File: config.mk
export PLATFORM = sky130hd
export DESIGN_NAME = fft_stage_seq_flat
export DESIGN_NICKNAME = d
export VERILOG_FILES = /design/src/rtl/fft_seq_pkg.sv /design/src/rtl/fft_stage_seq_if.sv /design/src/rtl/seq_delay_line.sv /design/src/rtl/fft_stage_seq.sv /design/src/flat_wrapper.sv
export SDC_FILE = /design/constraint.sdc
export NUM_CORES = 1
export LEC_CHECK = 0
export ABC_CLOCK_PERIOD_IN_PS = 2000
export CORE_MARGIN = 4
export CORE_UTILIZATION = 35
export DETAILED_ROUTE_END_ITERATION = 16
export PLACE_DENSITY = 0.7
export SLEW_MARGIN = 5
export SYNTH_ARGS = -nofsm -noshare
export SYNTH_HDL_FRONTEND = slang
export SYNTH_SLANG_ARGS = --single-unit
File: constraint.sdc
create_clock -name clk -period 2 [get_ports clk]
set_clock_uncertainty 0.2 [all_clocks]
set_input_delay 0.5 -clock clk [delete_from_list [all_inputs] [get_ports clk]]
set_output_delay 0.5 -clock clk [all_outputs]
set_load 0.02 [all_outputs]
File: src/rtl/fft_seq_pkg.sv
// Shared types and defaults for the radix-2 stage frame sequencer.
package fft_seq_pkg;

  localparam int DEF_FRAME_BLKS = 32;
  localparam int DEF_LAT        = 2;
  localparam int MAX_IDX_W      = 16;

  typedef enum logic [1:0] {
    IDLE  = 2'd0,
    RUN   = 2'd1,
    DRAIN = 2'd2
  } seq_state_e;

  // One slot of the output-side delay line; idx is sized for the largest frame.
  typedef struct packed {
    logic                 valid;
    logic [MAX_IDX_W-1:0] idx;
    logic                 last;
  } dl_entry_t;

endpackage

File: src/rtl/fft_stage_seq_if.sv
// Control/status bundle between the upstream stream source and the stage sequencer.
interface fft_stage_seq_if #(
  parameter int IDX_W = 5
);
  logic             start_i;
  logic             clr_err_i;
  logic             stage_en_o;
  logic [IDX_W-1:0] blk_idx_o;
  logic             first_o;
  logic             last_o;
  logic             dout_valid_o;
  logic [IDX_W-1:0] dout_idx_o;
  logic             frame_done_o;
  logic [15:0]      frame_cnt_o;
  logic             busy_o;
  logic             overrun_o;

  modport master (
    output start_i, clr_err_i,
    input  stage_en_o, blk_idx_o, first_o, last_o, dout_valid_o, dout_idx_o,
           frame_done_o, frame_cnt_o, busy_o, overrun_o
  );

  modport slave (
    input  start_i, clr_err_i,
    output stage_en_o, blk_idx_o, first_o, last_o, dout_valid_o, dout_idx_o,
           frame_done_o, frame_cnt_o, busy_o, overrun_o
  );
endinterface

File: src/rtl/seq_delay_line.sv
// Resettable LAT-deep shift register that mirrors the butterfly pipeline latency.
module seq_delay_line
  import fft_seq_pkg::*;
#(
  parameter int  LAT     = DEF_LAT,
  parameter type entry_t = dl_entry_t
) (
  input  logic   clk,
  input  logic   rstn,
  input  entry_t din,
  output entry_t dout,
  output logic   any_valid
);

  entry_t [LAT-1:0] stages;

  // Shift one slot per clock; reset empties the whole line.
  always_ff @(posedge clk or negedge rstn) begin
    if (!rstn) begin
      stages <= '0;
    end else begin
      stages[0] <= din;
      for (int i = 1; i < LAT; i++) begin
        stages[i] <= stages[i-1];
      end
    end
  end

  assign dout = stages[LAT-1];

  // Valid entries that will still sit in the line after the next shift
  // (everything upstream of the output slot).
  always_comb begin
    any_valid = 1'b0;
    for (int i = 0; i < LAT - 1; i++) begin
      any_valid = any_valid | stages[i].valid;
    end
  end

endmodule

File: src/rtl/fft_stage_seq.sv
// Frame sequencer: start strobe -> per-frame enable window, delayed output valid/index,
// frame completion count and sticky overrun flag.
module fft_stage_seq
  import fft_seq_pkg::*;
#(
  parameter int FRAME_BLKS = DEF_FRAME_BLKS,
  parameter int LAT        = DEF_LAT,
  parameter int IDX_W      = $clog2(FRAME_BLKS)
) (
  input logic            clk,
  input logic            rstn,
  fft_stage_seq_if.slave bus
);

  localparam logic [IDX_W-1:0] LAST_IDX = IDX_W'(FRAME_BLKS - 1);

  seq_state_e       state;
  logic [IDX_W-1:0] cnt;
  logic             start;
  logic             in_run;
  logic             at_last;
  logic             stage_en;
  logic [IDX_W-1:0] blk_idx;
  logic             illegal_start;
  dl_entry_t        dl_in;
  dl_entry_t        dl_out;
  logic             dl_pending;
  logic [IDX_W-1:0] held_idx;
  logic [15:0]      frame_cnt;
  logic             overrun;
  logic             unused_idx_bits;

  // Block 0 arrives together with the strobe, so enable is Mealy on start outside RUN.
  assign start         = bus.start_i & rstn;
  assign in_run        = (state == RUN);
  assign stage_en      = in_run | start;
  assign blk_idx       = in_run ? cnt : '0;
  assign at_last       = in_run && (cnt == LAST_IDX);
  assign illegal_start = in_run && start && !at_last;

  // Frame FSM and block counter.
  always_ff @(posedge clk or negedge rstn) begin
    if (!rstn) begin
      state <= IDLE;
      cnt   <= '0;
    end else begin
      case (state)
        IDLE: begin
          if (start) begin
            state <= RUN;
            cnt   <= IDX_W'(1);
          end
        end
        RUN: begin
          if (cnt == LAST_IDX) begin
            cnt <= '0;
            if (!start) state <= DRAIN;
          end else begin
            cnt <= cnt + IDX_W'(1);
          end
        end
        DRAIN: begin
          if (start) begin
            state <= RUN;
            cnt   <= IDX_W'(1);
          end else if (!dl_pending) begin
            state <= IDLE;
          end
        end
        default: begin
          state <= IDLE;
          cnt   <= '0;
        end
      endcase
    end
  end

  always_comb begin
    dl_in       = '0;
    dl_in.valid = stage_en;
    dl_in.idx   = MAX_IDX_W'(blk_idx);
    dl_in.last  = at_last;
  end

  seq_delay_line #(
    .LAT     (LAT),
    .entry_t (dl_entry_t)
  ) u_delay (
    .clk       (clk),
    .rstn      (rstn),
    .din       (dl_in),
    .dout      (dl_out),
    .any_valid (dl_pending)
  );

  // Index bits above IDX_W are always zero for this frame size.
  assign unused_idx_bits = ^dl_out.idx;

  // Remember the last delivered index so dout_idx_o holds between frames.
  always_ff @(posedge clk or negedge rstn) begin
    if (!rstn) held_idx <= '0;
    else if (dl_out.valid) held_idx <= dl_out.idx[IDX_W-1:0];
  end

  // Count frames once their last block has left the stage.
  always_ff @(posedge clk or negedge rstn) begin
    if (!rstn) frame_cnt <= '0;
    else if (dl_out.valid && dl_out.last) frame_cnt <= frame_cnt + 16'd1;
  end

  // Sticky overrun; a new violation beats a simultaneous clear.
  always_ff @(posedge clk or negedge rstn) begin
    if (!rstn) overrun <= 1'b0;
    else if (illegal_start) overrun <= 1'b1;
    else if (bus.clr_err_i) overrun <= 1'b0;
  end

  assign bus.stage_en_o   = stage_en;
  assign bus.blk_idx_o    = blk_idx;
  assign bus.first_o      = stage_en && (blk_idx == '0);
  assign bus.last_o       = at_last;
  assign bus.dout_valid_o = dl_out.valid;
  assign bus.dout_idx_o   = dl_out.valid ? dl_out.idx[IDX_W-1:0] : held_idx;
  assign bus.frame_done_o = dl_out.valid && dl_out.last;
  assign bus.frame_cnt_o  = frame_cnt;
  assign bus.busy_o       = (state != IDLE) || start;
  assign bus.overrun_o    = overrun;

endmodule

File: src/flat_wrapper.sv
// flat-port wrapper written by rule: the top's interface ports become plain ports
module fft_stage_seq_flat import fft_seq_pkg::*;
#(
  parameter int FRAME_BLKS = DEF_FRAME_BLKS,
  parameter int LAT        = DEF_LAT,
  parameter int IDX_W      = $clog2(FRAME_BLKS)
)
  (clk, rstn, bus_start_i, bus_clr_err_i, bus_stage_en_o, bus_blk_idx_o, bus_first_o, bus_last_o, bus_dout_valid_o, bus_dout_idx_o, bus_frame_done_o, bus_frame_cnt_o, bus_busy_o, bus_overrun_o);
  fft_stage_seq_if #(.IDX_W(IDX_W)) bus_i ();
  input logic clk;
  input logic rstn;
  input wire logic [$bits(bus_i.start_i)-1:0] bus_start_i;
  input wire logic [$bits(bus_i.clr_err_i)-1:0] bus_clr_err_i;
  output wire logic [$bits(bus_i.stage_en_o)-1:0] bus_stage_en_o;
  output wire logic [$bits(bus_i.blk_idx_o)-1:0] bus_blk_idx_o;
  output wire logic [$bits(bus_i.first_o)-1:0] bus_first_o;
  output wire logic [$bits(bus_i.last_o)-1:0] bus_last_o;
  output wire logic [$bits(bus_i.dout_valid_o)-1:0] bus_dout_valid_o;
  output wire logic [$bits(bus_i.dout_idx_o)-1:0] bus_dout_idx_o;
  output wire logic [$bits(bus_i.frame_done_o)-1:0] bus_frame_done_o;
  output wire logic [$bits(bus_i.frame_cnt_o)-1:0] bus_frame_cnt_o;
  output wire logic [$bits(bus_i.busy_o)-1:0] bus_busy_o;
  output wire logic [$bits(bus_i.overrun_o)-1:0] bus_overrun_o;
  assign bus_i.start_i = bus_start_i;
  assign bus_i.clr_err_i = bus_clr_err_i;
  assign bus_stage_en_o = bus_i.stage_en_o;
  assign bus_blk_idx_o = bus_i.blk_idx_o;
  assign bus_first_o = bus_i.first_o;
  assign bus_last_o = bus_i.last_o;
  assign bus_dout_valid_o = bus_i.dout_valid_o;
  assign bus_dout_idx_o = bus_i.dout_idx_o;
  assign bus_frame_done_o = bus_i.frame_done_o;
  assign bus_frame_cnt_o = bus_i.frame_cnt_o;
  assign bus_busy_o = bus_i.busy_o;
  assign bus_overrun_o = bus_i.overrun_o;
  fft_stage_seq #(.FRAME_BLKS(FRAME_BLKS), .LAT(LAT), .IDX_W(IDX_W)) u_core (.clk(clk), .rstn(rstn), .bus(bus_i));
endmodule
==> results of run 1 <==
metrics by stage:
step	util (%)	hold WS (ns)	cell area, um2
floorplan	-	0.00441	1740
global placement	48.7	0.132	2330
detailed placement	48.7	0.135	2330
CTS	52.2	0.149	2500
global route	54.4	0.159	2600
finish	54.4	0.120	2600
synthesized netlist by cell type, types with 2 or more instances:
cell type | count | area [um2]
a21oi_1 | 2 | 10.0
a22o_1 | 2 | 17.5
and2_1 | 5 | 31.3
and3_1 | 2 | 12.5
buf_6 | 2 | 22.5
clkbuf_1 | 2 | 7.51
dfrtp_1 | 43 | 1080
ha_1 | 3 | 37.5
inv_1 | 4 | 15.0
mux2_2 | 6 | 67.6
nand2_1 | 11 | 41.3
nand2b_1 | 3 | 18.8
nand3_1 | 4 | 20.0
nand4_1 | 3 | 18.8
nor2_1 | 8 | 30.0
nor3_1 | 4 | 20.0
o21ai_0 | 4 | 20.0
xnor2_1 | 8 | 70.1
xor2_1 | 8 | 70.1
report_power, final:
part           leakage, nW  switching, W  internal, W
clock               0.0513      0.000275     0.000366
combinational        0.753      0.000746     0.000929
sequential           0.543      0.000142      0.00112
per-layer routing:
layer / part of all wire (%) / wire [um]
met2: 52 / 1860
met5: 0 / 0
met1: 42 / 1520
met3: 4.7 / 170
met4: 1.4 / 51
state kept, by name (all words and copies together), names as in the netlist:
register	cells
u_core.bus.overrun_o	1
u_core.cnt	5
u_core.u_delay.dout	7
u_core.state	2
u_core.held_idx	5
u_core.bus.frame_cnt_o	16
u_core.u_delay.stages	6
u_core.u_delay.any_valid	1
cell families after synthesis:
logic type,after synthesis,synth area share [%]
buffers and inverters,9,2.80
AND/OR/NAND/NOR,51,17.0
XOR/XNOR,16,8.03
multiplexers,6,3.87
flip-flops,43,61.7
adder cells (fa/ha/maj),3,2.15
AO/OA/AOI/OAI,12,4.45
what timing repair did:
action / in CTS / in global routing
buffers inserted: 5 / 7
pin swaps: 3 / 5
endpoints found under the hold margin: 0 / 0
endpoints found under the setup margin: 32 / 18
gates resized for setup: 107 / 22
layout make-up:
type                    count  area, um2  share of cell area (%)
clock buffers               6       72.6                    2.79
repair buffers             70        618                    23.7
flip-flops and latches     43       1080                    41.3
well taps                  67       83.8                    3.22
inverters                   5       18.8                   0.721
multi-input cells          88        704                    27.1
clock inverters             1       30.0                    1.15
worst max-delay path by stage:
stage | slack (ns) | depth (start not counted) | from | to
global placement | -0.52 | 4 | bus_start_i | bus_first_o
CTS | -0.16 | 5 | u_core.cnt[1]$_DFFE_PN0P_ | bus_last_o
floorplan | 0.02 | 7 | u_core.cnt[0]$_DFFE_PN0P_ | u_core.cnt[2]$_DFFE_PN0P_
detailed placement | -0.54 | 4 | bus_start_i | bus_first_o
global route | -0.21 | 5 | u_core.cnt[0]$_DFFE_PN0P_ | bus_last_o
finish | -0.17 | 5 | u_core.cnt[0]$_DFFE_PN0P_ | bus_last_o
==> flow_metrics.env, run 1 <==
export IMPL_numCtsBuffers=5
export IMPL_syn_nets=147
export IMPL_grt_use_total_pct=12.7
export IMPL_timing_final_ws_setup_ns=-0.171
export IMPL_hpwl_um=2390
export IMPL_dp_cells=261
export IMPL_clkTransAtPathRegs_ns=0.08
export IMPL_wirelength_um=3610
export IMPL_cp_max_fo=2
export IMPL_yosys_register_bits=43
export IMPL_max_stage_delay_ns=0.39
export IMPL_hold_class="in2async"
export IMPL_pre_cts_ws_ns=-0.540
export IMPL_die_y_um=78.6
export IMPL_slowest_stage="dfrtp_1"
export IMPL_cts_max_level=2
export IMPL_grt_pass1_wl_um=6020
export IMPL_dieArea_um2=6180
export IMPL_n_antenna_cell=0
export IMPL_violations="setup timing"
export IMPL_rows=25
export IMPL_critPathKind="reg2out"
export IMPL_rsz0062_at_grt="true"
export IMPL_p_leak_nw=1.35
export IMPL_fillerInstances=427
export IMPL_worst_pin_slew_ns=0.517
export IMPL_min_period_over_period_pct=109
export IMPL_clock_sinks=43
export IMPL_final_common_cell="dfrtp_1"
export IMPL_final_nets=220
export IMPL_grt_max_degree=44
export IMPL_max_clock_freq_mhz=461
export IMPL_grt_use_met2_pct=21.3
export IMPL_fin_crit_ns=2.17
export IMPL_crit_chain="ha_2 > and3_4 > ha_4 > and2_4 > buf_6"
export IMPL_finalSetupTns_ns=-0.576
export IMPL_syn_avg_cell_area_um2=12.5
export IMPL_overflow=0
export IMPL_relSlewSlack_pct=65.5
export IMPL_peakVddDrop_v=0.000970
export IMPL_antenna_found_initial=0
export IMPL_avgRoutedWirePerCell_um=12.9
export IMPL_cts_root_buffer="clkbuf_8"
export IMPL_start_util_pct=36.4
export IMPL_clkLatencyLatePin_ns=0.29
export IMPL_coreArea_um2=4790
export IMPL_crit_reg2reg_launch="u_core.cnt[0]$_DFFE_PN0P_"
export IMPL_p_total_w=0.00357
export IMPL_drt_pass1_iter_count=4
export IMPL_drv_slew=0
export IMPL_cts_buffer_depth=2
export IMPL_grt_most_used_layer="met2"
export IMPL_ys_types=35
export IMPL_drt_iter0_drc=34
export IMPL_r2r_slack_ns=-0.12
export IMPL_hold_violations=0
export IMPL_synth_flop_cell="dfrtp_1"
export IMPL_drc_errors=0
export IMPL_r2r_end="u_core.cnt[2]$_DFFE_PN0P_"
export IMPL_layout_drive_gt1_share_pct=39.0
export IMPL_synth_async_reset_ratio_pct=100
export IMPL_fp_dieW_um=78.6
export IMPL_grt_use_met3_pct=3.78
export IMPL_ff2ff_path_depth=9
export IMPL_synth_cells=140
export IMPL_dr_total_vias=1272
export IMPL_status="finished, violations left"
export IMPL_grt_pass1_vias=1330
export IMPL_crit_arrival_ns=1.47
export IMPL_required_ns=1.30
export IMPL_drtAntennaViolNets=0
export IMPL_synth_edff_count=0
export IMPL_io_buffers=36
export IMPL_vias_per_cell=4.54
export IMPL_finalSetupViolCount=6
export IMPL_cap_violations=0
export IMPL_end_kind="output port"
export IMPL_crit_family="flip-flops"
export IMPL_ys_warn_count=0
export IMPL_final_cell_mix="43 x dfrtp_1, 33 x buf_4, 15 x dlygate4sd2_1"
export IMPL_cts_hold_buf=0
export IMPL_seq_area_frac_synth_pct=61.7
export IMPL_syn_to_final_growth_pct=49.3
export IMPL_p_per_area_nw_per_um2=1370
export IMPL_mappedNetlistArea_um2=1740
export IMPL_globalRouteMet1Util_pct=14.6
export IMPL_critPathBufInv=1
export IMPL_final_instance_count_excl_fill=280
export IMPL_worstSetupStartpointType="flop"
export IMPL_cts_tree="built"
export IMPL_finalWeightedCongestion=0.777
export IMPL_io_pins=37
Power figures use the tool's default switching activity.
==> inputs of run 2 (changes only) <==
--- a/config.mk
+++ b/config.mk
@@ -9,7 +9,7 @@
 export CORE_MARGIN = 4
 export CORE_UTILIZATION = 35
 export DETAILED_ROUTE_END_ITERATION = 16
-export PLACE_DENSITY = 0.7
+export PLACE_DENSITY = 0.69
 export SLEW_MARGIN = 5
 export SYNTH_ARGS = -nofsm -noshare
 export SYNTH_HDL_FRONTEND = slang
==> run 2 against run 1 <==
  * The run still ends with setup timing left
  * Clock-buffer cell count stayed put
  * Fmax shrank 0.47%
  * Utilization decreased by 0.58 points
  * Worst hold slack better by 0.035 ns
  * Non-clock buffer count decreased by 8
  * Critical path type unchanged
  * Sequential share of layout area grew 0.49 points
  * Setup slack lost 0.010 ns
  * Combinational power down 5%
  * Total power up 1.5%
  * Register-to-register slack better by 0.17 ns
==> flow_metrics.env, run 2 (same netlist as run 1, synthesis figures left out) <==
export IMPL_status="finished, violations left"
export IMPL_violations="setup timing"
export IMPL_detailed_place_area_um2=2310
export IMPL_cap_violations=0
export IMPL_hold_class="reg2reg"
export IMPL_p_leak_nw=1.34
export IMPL_final_cell_mix="42 x dfrtp_1, 21 x buf_4, 16 x buf_6"
export IMPL_r2r_slack_ns=0.05
export IMPL_peakVddDrop_v=0.000883
export IMPL_multi_input_area_um2=702
export IMPL_dr_total_vias=1248
export IMPL_max_clock_freq_mhz=459
export IMPL_hold_violations=0
export IMPL_rsz0062_at_grt="true"
export IMPL_relSlewSlack_pct=65.8
export IMPL_hp_start="u_core.u_delay.stages[0]$_DFF_PN0_"
export IMPL_drt_iter0_drc=23
export IMPL_start_util_pct=36.4
export IMPL_p_per_area_nw_per_um2=1410
export IMPL_grt_pass1_wl_um=6220
export IMPL_die_y_um=78.6
export IMPL_final_core_util_pct=53.8
export IMPL_end_kind="output port"
export IMPL_overflow=0
export IMPL_clock_sinks=43
export IMPL_timing_final_ws_setup_ns=-0.181
export IMPL_crit_reg2reg_launch="u_core.cnt[0]$_DFFE_PN0P_"
export IMPL_grt_use_total_pct=13.0
export IMPL_syn_to_final_growth_pct=47.7
export IMPL_crit_arrival_ns=1.48
export IMPL_min_period_over_period_pct=109
export IMPL_clkTransAtPathRegs_ns=0.08
export IMPL_finalSetupTns_ns=-0.334
export IMPL_p_total_w=0.00363
export IMPL_power_frac_comb_pct=44.2
export IMPL_finalWeightedCongestion=0.786
export IMPL_required_ns=1.30
export IMPL_dieArea_um2=6180
export IMPL_clkLatencyLatePin_ns=0.29
export IMPL_swShare_pct=31.2
export IMPL_critPathKind="reg2out"
export IMPL_grt_max_degree=44
export IMPL_cts_root_buffer="clkbuf_8"
export IMPL_numCtsBuffers=5
export IMPL_p_clk_share_pct=21.4
export IMPL_drt_pass1_iter_count=4
export IMPL_switching_power_w=0.00113
export IMPL_largest_reg_flops=16
export IMPL_fp_dieW_um=78.6
export IMPL_fin_crit_ns=2.18
export IMPL_cts_buffer_depth=2
export IMPL_vias_per_cell=4.57
export IMPL_ff2ff_path_depth=8
export IMPL_p_int_w=0.00249
export IMPL_io_buffers=36
export IMPL_grt_pass1_vias=1360
export IMPL_final_nets=212
export IMPL_final_area_um2=2580
export IMPL_drv_slew=0
export IMPL_cts_hold_buf=0
export IMPL_coreArea_um2=4790
export IMPL_finalSetupViolCount=6
export IMPL_hpwl_um=2560
export IMPL_final_common_cell="dfrtp_1"
export IMPL_layout_drive_gt1_share_pct=38.8
export IMPL_r2r_end="u_core.cnt[2]$_DFFE_PN0P_"
export IMPL_io_pins=37
export IMPL_power_frac_seq_pct=34.4
export IMPL_rows=25
export IMPL_min_path_cells=0
export IMPL_wirelength_um=3660
export IMPL_fillerInstances=437
export IMPL_drtAntennaViolNets=0
export IMPL_antenna_found_initial=0
export IMPL_avgRoutedWirePerCell_um=13.4
export IMPL_n_antenna_cell=0
export IMPL_cts_max_level=2
export IMPL_cts_tree="built"
export IMPL_drc_errors=0
export IMPL_seq_area_um2=1080
export IMPL_pre_cts_ws_ns=-0.556
export IMPL_worst_pin_slew_ns=0.514
export IMPL_cp_max_fo=2
export IMPL_whs_endpoint="u_core.u_delay.dout[0]$_DFF_PN0_"
export IMPL_worstSetupStartpointType="flop"
==> run 2: cell types whose count changed in the layout (fill, tap and decap cells not counted), moves of 3 or more <==
cell / previous run / this run
buf_4: 33 / 21
and2_1: 3 / 0
and2_4: 2 / 5
buf_6: 13 / 16
==> run 2: power groups by stage <==
stage                     sequential, W  clock, W  combinational (W)
final                           0.00125  0.000776            0.00160
after global routing            0.00127  0.000830            0.00174
after CTS                       0.00124  0.000802            0.00147
after detailed placement        0.00125         0            0.00131
after global placement          0.00124         0            0.00131
after floorplan                 0.00128         0           0.000622
==> run 2: worst max-delay path by stage <==
stage | slack [ns] | from | end
3_3_place_gp | -0.52 | bus_start_i | bus_first_o
4_1_cts | -0.18 | u_core.cnt[0]$_DFFE_PN0P_ | bus_last_o
6_report | -0.18 | u_core.cnt[0]$_DFFE_PN0P_ | bus_last_o
3_5_place_dp | -0.56 | bus_start_i | bus_first_o
5_1_grt | -0.23 | u_core.cnt[0]$_DFFE_PN0P_ | bus_last_o
2_1_floorplan | 0.02 | u_core.cnt[0]$_DFFE_PN0P_ | u_core.cnt[2]$_DFFE_PN0P_
==> run 2: routing by layer <==
| metal | part of all wire (%) | global-route usage, % | vias to the layer above |
|---|---|---|---|
| li1 | - | - | 598 |
| met1 | 44 | 16.5 | 607 |
| met2 | 49 | 20.5 | 39 |
| met3 | 6.9 | 4.93 | 4 |
| met4 | 0.87 | 4.02 | 0 |
| met5 | 0 | 0 | - |
==> run 2: repair_timing <==
action / CTS / global route
gates cloned: 0 / 0
endpoints found under the setup margin: 35 / 20
pin swaps: 3 / 8
setup buffers: 5 / 2
resized for setup: 114 / 24
==> run 2: final cells by class <==
cell class / count / share of cell area, %
tap: 67 / 3.25
clock buffer: 6 / 2.82
inverter: 5 / 0.729
clock inverter: 2 / 2.33
multi-input combinational: 88 / 27.2
sequential: 43 / 41.8
timing repair buffer: 62 / 21.8
==> run 2: critical path: stages, from the launching register on <==
cell and delay, ns:
dfrtp_1 0.40, ha_2 0.19, and3_4 0.19, ha_4 0.15, and2_4 0.14, buf_6 0.12
==> run 2: through the flow <==
stage	std cells	hold WS, ns
after floorplan	140	0.00441
after global placement	260	0.131
after detailed placement	260	0.136
after CTS	272	0.155
after global routing	273	0.159
final	273	0.154
